--- src/rtl/uart_rx_if.sv ---
// Port bundle between the UART receiver and its consumer: serial line, baud select, word handshake.
// Latency: none, wiring only.
// Backpressure: VALIDo is held until ACKi; words completed meanwhile are dropped and flagged via OVERRUNo.
interface uart_rx_if #(
    parameter int DATA_WDTH = 8
);
    logic                 RXi;
    logic [31:0]          BAUD_RATEi;
    logic                 ACKi;
    logic [DATA_WDTH-1:0] DATAo;
    logic                 VALIDo;
    logic                 FRAME_ERRo;
    logic                 PAR_ERRo;
    logic                 OVERRUNo;
    logic                 BUSYo;

    // receiver side
    modport master (
        input  RXi, BAUD_RATEi, ACKi,
        output DATAo, VALIDo, FRAME_ERRo, PAR_ERRo, OVERRUNo, BUSYo
    );

    // line driver / word consumer side
    modport slave (
        output RXi, BAUD_RATEi, ACKi,
        input  DATAo, VALIDo, FRAME_ERRo, PAR_ERRo, OVERRUNo, BUSYo
    );
endinterface

--- src/rtl/uart_rx.sv ---
// UART receiver: start/LSB-first data/[parity]/stop framing, mid-bit sampling; PARITY_EN macro adds even parity.
// Latency: VALIDo rises 1 clock after the stop-bit sample (2-flop RXi synchronizer ahead of the FSM).
// Backpressure: word held until ACKi; a frame completing while VALIDo is high is dropped and sets sticky OVERRUNo.
module uart_rx #(
    parameter int FREQ_CLK  = 100000000,
    parameter int DATA_WDTH = 8
) (
    input  logic      CLKip,
    input  logic      rst,
    uart_rx_if.master bus
);
    localparam int                 IDX_W     = (DATA_WDTH > 1) ? $clog2(DATA_WDTH) : 1;
    localparam logic [IDX_W-1:0]   LAST_IDX  = IDX_W'(DATA_WDTH - 1);
    localparam logic [31:0]        FREQ_U    = 32'(FREQ_CLK);
    localparam logic [31:0]        DFLT_BAUD = 32'd115200;

    typedef enum logic [2:0] {
        S_IDLE,
        S_START,
        S_DATA,
`ifdef PARITY_EN
        S_PARITY,
`endif
        S_STOP
    } state_t;

    state_t                state_q, state_d;
    logic                  rx_meta, rx_s, rx_prev;
    logic [31:0]           cnt_q;
    logic [31:0]           period_q;
    logic [IDX_W-1:0]      idx_q;
    logic [DATA_WDTH-1:0]  shreg_q;
    logic [DATA_WDTH-1:0]  data_q;
    logic                  valid_q, ferr_q, perr_q, ovr_q;
    logic                  par_err_new;

    // control strobes decoded from the state
    logic                  busy, load_period, cnt_clr, data_smp, frame_done;

    logic                  fall, half_hit, bit_hit;
    logic [31:0]           baud_sel, period_new;

    assign fall       = rx_prev & ~rx_s;
    assign half_hit   = (cnt_q == (period_q >> 1));
    assign bit_hit    = (cnt_q == (period_q - 32'd1));
    assign baud_sel   = (bus.BAUD_RATEi == 32'd0) ? DFLT_BAUD : bus.BAUD_RATEi;
    // +1 matches the transmitter's strobe spacing
    assign period_new = FREQ_U / baud_sel + 32'd1;

`ifdef PARITY_EN
    logic par_q;
    logic par_smp;
    assign par_err_new = (^shreg_q) ^ par_q;
`else
    assign par_err_new = 1'b0;
`endif

    // two-flop synchronizer on the async line plus one delay stage for edge detection
    always_ff @(posedge CLKip or posedge rst) begin
        if (rst) begin
            rx_meta <= 1'b1;
            rx_s    <= 1'b1;
            rx_prev <= 1'b1;
        end else begin
            rx_meta <= bus.RXi;
            rx_s    <= rx_meta;
            rx_prev <= rx_s;
        end
    end

    // FSM state register
    always_ff @(posedge CLKip or posedge rst) begin
        if (rst) state_q <= S_IDLE;
        else     state_q <= state_d;
    end

    // FSM next-state logic
    always_comb begin
        state_d = state_q;
        case (state_q)
            S_IDLE:   if (fall) state_d = S_START;
            S_START:  if (half_hit) state_d = rx_s ? S_IDLE : S_DATA;
            S_DATA:   if (bit_hit && (idx_q == LAST_IDX))
`ifdef PARITY_EN
                          state_d = S_PARITY;
            S_PARITY: if (bit_hit) state_d = S_STOP;
`else
                          state_d = S_STOP;
`endif
            S_STOP:   if (bit_hit) state_d = S_IDLE;
            default:  state_d = S_IDLE;
        endcase
    end

    // FSM output decode: counter control and sampling strobes
    always_comb begin
        busy        = 1'b1;
        load_period = 1'b0;
        cnt_clr     = 1'b0;
        data_smp    = 1'b0;
        frame_done  = 1'b0;
`ifdef PARITY_EN
        par_smp     = 1'b0;
`endif
        case (state_q)
            S_IDLE: begin
                busy        = 1'b0;
                load_period = fall;
                cnt_clr     = 1'b1;
            end
            S_START:  cnt_clr = half_hit;
            S_DATA: begin
                cnt_clr  = bit_hit;
                data_smp = bit_hit;
            end
`ifdef PARITY_EN
            S_PARITY: begin
                cnt_clr = bit_hit;
                par_smp = bit_hit;
            end
`endif
            S_STOP: begin
                cnt_clr    = bit_hit;
                frame_done = bit_hit;
            end
            default: busy = 1'b0;
        endcase
    end

    // bit-period counter, bit index, baud latch and shift register; counters stay at 0 in IDLE
    always_ff @(posedge CLKip or posedge rst) begin
        if (rst) begin
            cnt_q    <= 32'd0;
            period_q <= 32'd0;
            idx_q    <= '0;
            shreg_q  <= '0;
        end else begin
            cnt_q <= cnt_clr ? 32'd0 : cnt_q + 32'd1;
            if (load_period) begin
                period_q <= period_new;
                shreg_q  <= '0;
            end
            if (state_q == S_IDLE) begin
                idx_q <= '0;
            end else if (data_smp) begin
                shreg_q[idx_q] <= rx_s;
                idx_q          <= (idx_q == LAST_IDX) ? '0 : idx_q + 1'b1;
            end
        end
    end

`ifdef PARITY_EN
    // parity bit capture
    always_ff @(posedge CLKip or posedge rst) begin
        if (rst)          par_q <= 1'b0;
        else if (par_smp) par_q <= rx_s;
    end
`endif

    // word handshake: load on completion, drop and flag overrun if the previous word is still unacked
    always_ff @(posedge CLKip or posedge rst) begin
        if (rst) begin
            data_q  <= '0;
            valid_q <= 1'b0;
            ferr_q  <= 1'b0;
            perr_q  <= 1'b0;
            ovr_q   <= 1'b0;
        end else if (frame_done) begin
            if (!valid_q || bus.ACKi) begin
                data_q  <= shreg_q;
                ferr_q  <= ~rx_s;
                perr_q  <= par_err_new;
                valid_q <= 1'b1;
                ovr_q   <= 1'b0;
            end else begin
                ovr_q   <= 1'b1;
            end
        end else if (bus.ACKi && valid_q) begin
            valid_q <= 1'b0;
            ferr_q  <= 1'b0;
            perr_q  <= 1'b0;
            ovr_q   <= 1'b0;
        end
    end

    assign bus.DATAo      = data_q;
    assign bus.VALIDo     = valid_q;
    assign bus.FRAME_ERRo = ferr_q;
    assign bus.PAR_ERRo   = perr_q;
    assign bus.OVERRUNo   = ovr_q;
    assign bus.BUSYo      = busy;
endmodule

--- src/flat_wrapper.sv ---
// flat-port wrapper written by rule: the top's interface ports become plain ports
module uart_rx_flat 
#(
    parameter int FREQ_CLK  = 100000000,
    parameter int DATA_WDTH = 8
)
  (CLKip, rst, bus_RXi, bus_BAUD_RATEi, bus_ACKi, bus_DATAo, bus_VALIDo, bus_FRAME_ERRo, bus_PAR_ERRo, bus_OVERRUNo, bus_BUSYo);
  uart_rx_if #(.DATA_WDTH(DATA_WDTH)) bus_i ();
  input  logic CLKip;
  input  logic rst;
  input wire logic [$bits(bus_i.RXi)-1:0] bus_RXi;
  input wire logic [$bits(bus_i.BAUD_RATEi)-1:0] bus_BAUD_RATEi;
  input wire logic [$bits(bus_i.ACKi)-1:0] bus_ACKi;
  output wire logic [$bits(bus_i.DATAo)-1:0] bus_DATAo;
  output wire logic [$bits(bus_i.VALIDo)-1:0] bus_VALIDo;
  output wire logic [$bits(bus_i.FRAME_ERRo)-1:0] bus_FRAME_ERRo;
  output wire logic [$bits(bus_i.PAR_ERRo)-1:0] bus_PAR_ERRo;
  output wire logic [$bits(bus_i.OVERRUNo)-1:0] bus_OVERRUNo;
  output wire logic [$bits(bus_i.BUSYo)-1:0] bus_BUSYo;
  assign bus_i.RXi = bus_RXi;
  assign bus_i.BAUD_RATEi = bus_BAUD_RATEi;
  assign bus_i.ACKi = bus_ACKi;
  assign bus_DATAo = bus_i.DATAo;
  assign bus_VALIDo = bus_i.VALIDo;
  assign bus_FRAME_ERRo = bus_i.FRAME_ERRo;
  assign bus_PAR_ERRo = bus_i.PAR_ERRo;
  assign bus_OVERRUNo = bus_i.OVERRUNo;
  assign bus_BUSYo = bus_i.BUSYo;
  uart_rx #(.FREQ_CLK(FREQ_CLK), .DATA_WDTH(DATA_WDTH)) u_core (.CLKip(CLKip), .rst(rst), .bus(bus_i));
endmodule
--- config.mk ---
export PLATFORM = sky130hd
export DESIGN_NAME = uart_rx_flat
export DESIGN_NICKNAME = d
export VERILOG_FILES = /design/src/rtl/uart_rx_if.sv /design/src/rtl/uart_rx.sv /design/src/flat_wrapper.sv
export SDC_FILE = /design/constraint.sdc
export NUM_CORES = 1
export LEC_CHECK = 0
export ABC_AREA = 1
export CORE_MARGIN = 3
export CORE_UTILIZATION = 60
export DETAILED_ROUTE_END_ITERATION = 10
export PLACE_DENSITY_LB_ADDON = 0.1
export SETUP_SLACK_MARGIN = 0.1
export SYNTH_ARGS = -nofsm -noshare
export SYNTH_HDL_FRONTEND = slang
export SYNTH_SLANG_ARGS = --single-unit
--- constraint.sdc ---
create_clock -name CLKip -period 7.75 [get_ports CLKip]
set_input_delay 1.55 -clock CLKip [delete_from_list [all_inputs] [get_ports CLKip]]
set_output_delay 1.55 -clock CLKip [all_outputs]
set_load 0.005 [all_outputs]
==> run metrics, run 1 <==
largest cells by area after synthesis=ha_1, nand2_1, a21oi_1; mux contribution to synthesized area=0.003311; Post-Synthesis Cells=5738; largest family of logic cells by synthesized area=simple AND/OR/NAND/NOR gates; TritonCTS buffer count=9; failing step=global routing; number of port buffers=47; CTS Sinks=91; most common cell in the netlist=nand2_1; first-pass GRT wire length=474.1 mm; Mapped Avg Cell Area=6.191 sq um; global-route usage over all layers=0.9459; Synth Area in Simple Gates=0.3290; main flop type after synthesis=dfrtp_1; sequential fraction of the synthesis area=0.06421; depth of the CTS H-tree=3; Post-synth EDFFs=0; # rows=88; Distinct cells, synth=92; Synth top cells by count=nand2_1, inv_1, a21oi_1; Synth Area in Compound Gates=0.1960; Post-synth ARST share=1.000; global route overflow=1856; error message=[ERROR GRT-0116] Global routing finished with congestion. Check the congestion regions in the DRC Viewer.; Post-CTS Hold Buffers=0; placed cell count=8435; Adder-Cell Fraction of Synth Area=0.1761; gpl congestion=1.032; Die X-Extent=249.3 microns; xor/xnor share of the synthesized area=0.1225; Warnings, synthesis=0; initial core utilization=0.6110; outcome=stopped before the end; largest net degree at the start of global routing=71; io pins=49; Bufs on Longest Clock Path=2; Seq cells post-synth=91; synthesized cell area=0.03552 sq mm; post-synth top area share=0.1761; estimated wirelength of the detail-placed design=134.0 mm; number of global-route vias before repair=73.75k; cell taking the most area after synthesis=ha_1; CTS root buffer=clkbuf_16; Die Y=249.3 microns
[what timing repair did]
action,4_1_cts
setup endpoints to repair,31
setup buffers,130
pin swaps,152
gates cloned,12
resized for setup,251
[cell families after synthesis]
group           count (synthesis)
compound gates               1177
mux                            11
xor+xnor                      497
fa+ha+maj                     500
buf+inv                       847
other cells                     1
simple gates                 2614
flops                          91
[per-layer routing]
layer / overflow / global-route usage
met1: 94 / 0.8993
met2: 1217 / 1.069
met3: 53 / 0.8648
met4: 488 / 0.9901
met5: 4 / 0.7019
[stage by stage]
| step | hold slack (ns) | utilization | area (sq um) | setup WS, ns | TNS (ns) |
|---|---|---|---|---|---|
| 4_1_cts | 0.3632 | 0.9466 | 55030 | -55.46 | -1679.00 |
| 3_5_place_dp | 0.3522 | 0.9036 | 52530 | -57.71 | -1744.62 |
| 3_3_place_gp | 0.3465 | 0.9036 | 52530 | -52.43 | -1585.88 |
| 2_1_floorplan | 0.3452 | - | 37100 | -51.11 | -1536.28 |
==> run 2, diff against run 1 <==
- CORE_UTILIZATION: 60 -> 40
- PLACE_DENSITY_LB_ADDON: 0.1 -> 0.15
- SETUP_SLACK_MARGIN: 0.1 -> not set
==> run 2 against run 1 <==
  * The flow now finishes, with violations (negative setup slack)
  * Synthesized area unchanged
  * Synthesized cell count stayed put
==> run metrics, run 2 <==
top flop regs=u_core.cnt_q: 32 flops, u_core.period_q: 32 flops; CP delay by family, top=simple AND/OR/NAND/NOR gates; CTS tree=built; CTS root buffer=clkbuf_16 (unchanged); Die Y=304.0 microns (was 249.3 microns); CP Buf/Inv Count=88; met2 wire length=70.39 mm; share of layout cells above drive strength 1=0.4560; Bufs on Longest Clock Path=2 (unchanged); RSZ-0062 raised after global routing=true; Die X-Extent=304.0 microns (was 249.3 microns); Peak Freq=0.01640 GHz; critical path class=in -> reg; global route overflow=0; first-pass GRT wire length=223.4 mm; Max stage delay cell, worst path=ha_1; largest cells by area after synthesis=ha_1, nand2_1, a21oi_1 (unchanged); startpoint types=input port; Worst path max stage delay=0.34 ns; DP Area=0.05347 sq mm (was 0.05253 sq mm); commonest non-fill, non-tap cell in the layout=buf_4; metal3 WL=7.206 mm; final slew viol count=0; CTS Sinks=91 (unchanged); Mapped Avg Cell Area=6.191 sq um (unchanged); Tcrit/Tclk final=7.868; global-route usage over all layers=0.2920; reg2reg path depth=25; cell taking the most area after synthesis=ha_1 (unchanged); main flop type after synthesis=dfrtp_1 (unchanged); final setup fails=31; Design Area, Final=0.06045 sq mm; Core Area=0.08743 sq mm; Reg clk slew, reported paths=0.08 ns; Worst EP arrival=61.21 ns; initial drt markers=2804; P per Cell Area=57.03 mW/mm^2; Slew @ Worst Pin=0.8830 ns; Clock Skew=0.01146 ns; Post-CTS Hold Buffers=0 (unchanged); Warnings, synthesis=0 (unchanged); post-synth top area share=0.1761 (unchanged); Critical Path Most Common Cell=nand2_2; MaxCap Viol Count=0; Post-Synthesis Cells=5738 (unchanged); io pins=49 (unchanged); largest net degree at the start of global routing=50; CP endpoint kind=register; DRT Pass-1 Iters=6; final worst path period need=60.98 ns; # rows=108 (was 88); final wirelength=149.7 mm; Worst R2R Setup Slack=2.23 ns; Metal-1 WL=66.58 mm; sequential fraction of the synthesis area=0.06421 (unchanged); total number of vias=47.13k; worst skew pair latency=0.36 ns; gpl congestion=0.9573 (was 1.032); hold crit path type=reg -> reg; Layout Cells excl Fill=9221; failing checks=negative setup slack; die area=0.09242 sq mm; per-cell routed wire length=16.24 microns; highest layer used for signal routing=met4; estimated wirelength of the detail-placed design=114.2 mm (was 134.0 mm); number of port buffers=47 (unchanged); worst-path fanout max=8; initial core utilization=0.4063 (was 0.6110); Synth top cells by count=nand2_1, inv_1, a21oi_1 (unchanged); Final Hold Fails=0; CP Data Required Time=7.98 ns; placed cell count=8888 (was 8435); relative slew slack=0.4113; TritonCTS buffer count=9 (unchanged); Final TNS setup=-1604.45 ns; Post-synth ARST share=1.000 (unchanged); Max VDD drop=164.7 uV; depth of the CTS H-tree=3 (unchanged); area delta synth->final=70.18%; Pleak=0.03151 uW; critical path depth=488; Vias per Instance=5.111; Setup WS pre-CTS=-55.54 ns (was -57.71 ns); worst hold stages=0; Distinct cells, synth=92 (unchanged); synthesized cell area=0.03552 sq mm (unchanged); Nets=8597; outcome=complete, but fails checks (was stopped before the end); Remaining DRCs=0; initial antenna violation count=3; most common cell in the netlist=nand2_1 (unchanged); Filler Cells Inserted=7265; number of global-route vias before repair=43.96k; most frequent cells in the layout=buf_4, nand2_1, inv_1; Ant. Diodes=0; Final Worst Setup Slack=-53.23 ns; final antenna-violating net count=0; Seq cells post-synth=91 (unchanged); Post-synth EDFFs=0 (unchanged)
run 2: cell counts after synthesis:
No cell type changed its count.
run 2: metrics by stage:
stage	hold slack (ns)	total power, uW	utilization
6_report	0.3572	3447	0.6915
5_1_grt	0.3642	3700	0.6915
4_1_cts	0.3582	3272	0.6367
3_5_place_dp	0.3476	2744	0.6116
3_3_place_gp	0.3476	2718	0.6116
2_1_floorplan	0.3452	1855	-
run 2: path summary, 6_finish.rpt:
check,from,to
setup / recovery,bus_BAUD_RATEi[19],u_core.period_q[30]
hold / removal,u_core.rx_meta,u_core.rx_s
setup reg to reg,u_core.period_q[3],u_core.state_q[1]
hold reg to reg,u_core.rx_meta,u_core.rx_s
max in group asynchronous,rst,u_core.shreg_q[7]
min in group asynchronous,rst,u_core.period_q[2]
run 2: kinds of logic (layout without fill, tap and decap cells):
group	Yosys count	after routing	synth area share
AOI/OAI and AO/OA	1177	1177	0.1960
xor gates and xnor gates	497	497	0.1225
adders and majority gates	500	500	0.1761
buffers and inverters	847	3170	0.1087
DFF	91	91	0.06421
muxes	11	11	0.003311
other	1	2	0.0001056
and+or+nand+nor	2614	2618	0.3290
run 2: layout make-up:
class                      count  area, sq um  share of cell area
multi-input combinational   4805        34570              0.5719
timing repair buffer        2415        18870              0.3122
inverter                     734         2939             0.04862
sequential                    91         2281             0.03773
tap                         1155         1445             0.02391
clock buffer                  10        229.0            0.003788
clock inverter                 6        73.82            0.001221
timing repair inverter         5        38.79           0.0006416
run 2: power by group:
part           total (uW)  leakage, uW  switching [uW]  internal [uW]
sequential            642      0.00122             110            532
combinational        2350       0.0301            1260           1090
clock                 458     0.000141             203            254
total                3450       0.0315            1570           1880
run 2: timing repair:
item	CTS	global route
resized for setup	187	795
cloned	9	8
endpoints found under the setup margin	31	31
setup buffers	120	183
pin swaps	118	452
run 2: metal layers:
layer / track usage / vias up
li1: - / 23815
met1: 0.3905 / 21772
met2: 0.5049 / 1207
met3: 0.02317 / 337
met4: 0.07615 / 0
met5: 0 / -
Power figures use the tool's default switching activity.
